--- config.mk ---
export PLATFORM = sky130hd
export DESIGN_NAME = router_pkt_fifo
export DESIGN_NICKNAME = d
export VERILOG_FILES = /design/src/rtl/router_pkt_fifo.sv
export SDC_FILE = /design/constraint.sdc
export NUM_CORES = 1
export LEC_CHECK = 0
export ABC_AREA = 1
export CORE_MARGIN = 2
export CORE_UTILIZATION = 25
export CTS_CLUSTER_SIZE = 30
export DETAILED_ROUTE_END_ITERATION = 10
export GPL_TIMING_DRIVEN = 0
export PLACE_DENSITY = 0.49
export SLEW_MARGIN = 20
export SYNTH_ARGS = -nofsm -noshare
export SYNTH_HDL_FRONTEND = slang
export SYNTH_SLANG_ARGS = --single-unit
--- constraint.sdc ---
create_clock -name clock -period 2.3 [get_ports clock]
set_input_delay 0.46 -clock clock [delete_from_list [all_inputs] [get_ports clock]]
set_output_delay 0.46 -clock clock [all_outputs]
set_load 0.005 [all_outputs]
--- src/rtl/router_pkt_fifo.sv ---
// router_pkt_fifo: packet-aware FIFO between the router FSM and one output
// port. Every stored word carries a header tag (lfd_state). On the read side
// the block tracks how much of the current packet is left and flags its
// last word (parity).
//
// Ports:
//   clock, resetn      rising-edge clock, synchronous active-low reset
//   soft_reset         synchronous flush (channel timeout), active-high
//   write_enb, data_in, lfd_state   write side; lfd_state tags a header
//   read_enb           read request; data appears one clock later
//   data_out, data_valid, pkt_end   registered read data and qualifiers
//   empty, full, almost_full, almost_empty, count   occupancy status
//   overflow           sticky: a write was attempted while full
module router_pkt_fifo #(
    parameter int DATA_W    = 8,
    parameter int DEPTH     = 16,
    parameter int AFULL_TH  = DEPTH - 2,
    parameter int AEMPTY_TH = 2
) (
    input  logic                     clock,
    input  logic                     resetn,
    input  logic                     soft_reset,
    input  logic                     write_enb,
    input  logic [DATA_W-1:0]        data_in,
    input  logic                     lfd_state,
    input  logic                     read_enb,
    output logic [DATA_W-1:0]        data_out,
    output logic                     data_valid,
    output logic                     pkt_end,
    output logic                     empty,
    output logic                     full,
    output logic                     almost_full,
    output logic                     almost_empty,
    output logic [$clog2(DEPTH):0]   count,
    output logic                     overflow
);

    localparam int AW = $clog2(DEPTH);

    typedef logic [AW:0] ptr_t;
    typedef struct packed {
        logic              lfd;
        logic [DATA_W-1:0] data;
    } entry_t;

    localparam ptr_t              PTR_ONE  = ptr_t'(1);
    localparam ptr_t              AFULL_C  = ptr_t'(AFULL_TH);
    localparam ptr_t              AEMPTY_C = ptr_t'(AEMPTY_TH);
    localparam logic [DATA_W-2:0] REM_ONE  = {{(DATA_W-2){1'b0}}, 1'b1};

    entry_t            mem [DEPTH];
    ptr_t              wr_ptr;
    ptr_t              rd_ptr;
    logic [DATA_W-2:0] pkt_rem;

    logic              flush;
    logic              wr_acc;
    logic              rd_acc;
    entry_t            rd_word;
    logic [DATA_W-2:0] hdr_rem;

    // Pointers carry one extra wrap bit so full and empty are distinguishable.
    assign count        = wr_ptr - rd_ptr;
    assign empty        = (wr_ptr == rd_ptr);
    assign full         = (wr_ptr[AW] != rd_ptr[AW]) &&
                          (wr_ptr[AW-1:0] == rd_ptr[AW-1:0]);
    assign almost_full  = (count >= AFULL_C);
    assign almost_empty = (count <= AEMPTY_C);

    assign flush   = !resetn || soft_reset;
    // full is judged on the registered pointers, so a read in the same cycle
    // does not make room for a write.
    assign wr_acc  = write_enb && !full;
    assign rd_acc  = read_enb && !empty;
    assign rd_word = mem[rd_ptr[AW-1:0]];
    // Header length plus the trailing parity word.
    assign hdr_rem = {1'b0, rd_word.data[DATA_W-1:2]} + REM_ONE;

    // Storage has no reset; pointers alone define what is valid.
    always_ff @(posedge clock) begin
        if (!flush && wr_acc)
            mem[wr_ptr[AW-1:0]] <= {lfd_state, data_in};
    end

    always_ff @(posedge clock) begin
        if (flush) begin
            wr_ptr     <= '0;
            rd_ptr     <= '0;
            pkt_rem    <= '0;
            data_out   <= '0;
            data_valid <= 1'b0;
            pkt_end    <= 1'b0;
            overflow   <= 1'b0;
        end else begin
            if (wr_acc)
                wr_ptr <= wr_ptr + PTR_ONE;
            if (write_enb && full)
                overflow <= 1'b1;

            data_valid <= rd_acc;
            pkt_end    <= 1'b0;
            if (rd_acc) begin
                rd_ptr   <= rd_ptr + PTR_ONE;
                data_out <= rd_word.data;
                if (rd_word.lfd) begin
                    // A header always reloads, truncating any open packet.
                    pkt_rem <= hdr_rem;
                end else if (pkt_rem != '0) begin
                    pkt_rem <= pkt_rem - REM_ONE;
                    pkt_end <= (pkt_rem == REM_ONE);
                end
                // Orphan untagged word: delivered, tracking stays idle.
            end
        end
    end

endmodule

==> run metrics <==
status finished with violations; failing checks negative setup slack; design area between 9000 and 10000 sq um; worst-case reg-to-reg path depth 10; FP Rows 64; unrepaired setup endpoints after global routing yes; Synth top area share 0.559; post-synthesis cell count roughly 740; Layout Nets slightly below 900; fin util 0.324; initial antenna violation count 0; Slew @ Worst Pin just under 700 ps; hold slack final 453 ps; largest net degree at the start of global routing 17; Max Root-Sink Buffers 2; Critical Path Source Type flip-flop; clk sinks 176; Core ar. approximately 31000 sq um; I/O pin cnt 34; routed len/inst approximately 17 um; top post-synthesis cells by area edfxtp_1 56%, dfxtp_1 8.3%, nand2_1 6.5%, nor2_1 5.2%, nand3_1 4.1%; post-synth cell types 40; synth cell count leaders 144 x edfxtp_1, 135 x nand2_1, 108 x nor2_1; Initial Util 0.254; slowest CP cell fa_2; hold path startpoint overflow; Slew headroom 0.538; dpl hpwl about 13000 um; leakage 3.77 nW; Detailed Route Iter0 Violations 360; fill count between 3k and 4k; Max Cap Violations 0; Via-to-Cell Ratio 4.38; Clock Skew ~12 ps; Fmax ~0.38 GHz; fin. max-slew vios 0; R2R setup slack about 80 ps; critical path launch point wr_ptr[0]; cell area after synthesis just under 8000 sq um; layout cells sized above 1 0.202; DRT Pass-1 Iters 4; CP Class reg -> out; Reg clk slew, reported paths roughly 60 ps; GPL Wtd Cong approximately 0.76; Arrival @ worst endpoint about 2200 ps; Syn-to-layout area delta 27.7%; Yosys reg bits 176; Worst Path Max Fanout 3; grt total ovfl 0; Final min period around 2600 ps; hold crit path type reg -> reg; Tcrit/Tclk final 1.13; number of enable flip-flop cells after synthesis between 100 and 150; crit path cell chain inv_2 > ha_4 > inv_2 > fa_2 > a21oi_2 > o21bai_2 > xor2_2 > a2111oi_2 > buf_2; area leader, netlist edfxtp_1; post-synthesis sequential area ratio 0.642; FF-to-FF End mem[4][3]; CTS Buf Count 17; vias in the first global route 5465; crit end category primary output; n_diodes 0; DR vias approximately 5.5k; CTS tree yes; chip width roughly 180 um; IO Port Bufs 33; Die ar. about 32000 sq um; WL final about 21000 um; GRT Util Overall 0.132; VDD IR max between 0.5 and 0.6 mV; Die H approximately 180 um; mean cell area of the mapped netlist 10.4 sq um; slowest stage delay, CP around 340 ps; Synth Net Count a little under 800; H-tree levels 4; Synth warnings 0; DRC 0; post-route worst setup slack -307 ps; final setup violating endpoints 4; pwr/cell area between 600 and 700 nW/um^2; count of final hold-check violations 0; Routed Antenna Nets 0; clk root buf clkbuf_16; placed inst area ~8600 sq um; most frequently used flop master after synthesis edfxtp_1; worst setup path endpoint almost_empty; global-route wire length before repair approximately 32000 um; RR Startpoint rd_ptr[3]; CP required around 1800 ps; most frequent cell after synthesis edfxtp_1; asr flop ratio synth 0; Clock Latency Late Sink 430 ps; Most common cell on crit path inv_2
==> critical path, delay by kind of cell, from the launching register on <==
family                     cells  cell delay [ps]
xor gates and xnor gates       1              170
DFF                            1              320
buffers and inverters          3              280
AOI/OAI and AO/OA              3              490
adders and majority gates      2              470
==> through the flow <==
| step | total power [mW] | setup slack [ps] | instances | setup TNS, ps |
|---|---|---|---|---|
| after floorplan | 3.79 | 85.7 | 743 | 0 |
| after global placement | 3.98 | -1170 | 1172 | -149190 |
| after detailed placement | 3.98 | -1070 | 1172 | -120270 |
| after CTS | 6.63 | -348 | 1240 | -1000 |
| after global routing | 6.87 | -437 | 1253 | -1820 |
| final | 6.61 | -307 | 1253 | -585 |
==> layout make-up <==
type / instances / area (sq um) / area share
flip-flops and latches: 176 / 4980 / 0.503
multi-input cells: 451 / 2470 / 0.250
well taps: 396 / 495 / 0.0501
repair buffers: 84 / 845 / 0.0854
clock inverters: 12 / 93.8 / 0.00949
inverters: 84 / 324 / 0.0328
plain buffers: 31 / 246 / 0.0249
clock buffers: 19 / 433 / 0.0438
==> layout by cell type, fill, tap and decap left out, drive strengths merged, types with 22 or more instances in the layout <==
| cell type | count |
|---|---|
| o21ai | 56 |
| clkbuf | 22 |
| edfxtp | 144 |
| dfxtp | 32 |
| nand3 | 66 |
| nor2 | 109 |
| buf | 83 |
| nand2 | 137 |
| clkdlybuf4s50 | 25 |
| inv | 84 |
==> how the worst min path moves through the flow <==
stage	cells past startpoint	end
5_1_grt	2	overflow
3_3_place_gp	2	overflow
4_1_cts	2	overflow
6_report	2	overflow
2_1_floorplan	2	overflow
3_5_place_dp	2	overflow
==> timing repair <==
item / CTS / global route
endpoints found under the hold margin: 0 / 0
resized for setup: 62 / 36
hold buffers: 0 / 0
buffers inserted: 38 / 13
pin swaps: 27 / 17
endpoints found under the setup margin: 156 / 168
gates cloned: 0 / 0
==> routing by layer <==
| layer | wire [um] | vias to the layer above | track usage |
|---|---|---|---|
| met1 | 9830 | 2620 | 0.179 |
| met4 | 739 | 0 | 0.0611 |
| li1 | - | 2709 | - |
| met2 | 9510 | 125 | 0.207 |
| met5 | 0 | - | 0 |
| met3 | 857 | 38 | 0.0213 |
==> registers in the layout, summed over array words and instances, names as in the netlist, named ones only <==
| register | count |
|---|---|
| rd_ptr | 5 |
| pkt_rem | 7 |
| mem | 144 |
| overflow | 1 |
| pkt_end | 1 |
| data_out | 8 |
| wr_ptr | 5 |
| data_valid | 1 |
==> where the power goes <==
part	internal, mW	switching [mW]
Combinational	0.198	0.297
Clock	1.47	1.17
Sequential	3.46	0.0131
Total	5.13	1.48
==> cell families (layout without fill, tap and decap cells) <==
| group | after synthesis | after routing | share of synthesized area |
|---|---|---|---|
| simple gates | 325 | 325 | 0.175 |
| buf+inv | 116 | 230 | 0.0724 |
| compound gates | 103 | 103 | 0.0775 |
| xor+xnor | 9 | 9 | 0.0102 |
| flops | 176 | 176 | 0.642 |
| fa+ha+maj | 14 | 14 | 0.0236 |
No activity file was read; power rests on OpenSTA's default activity.
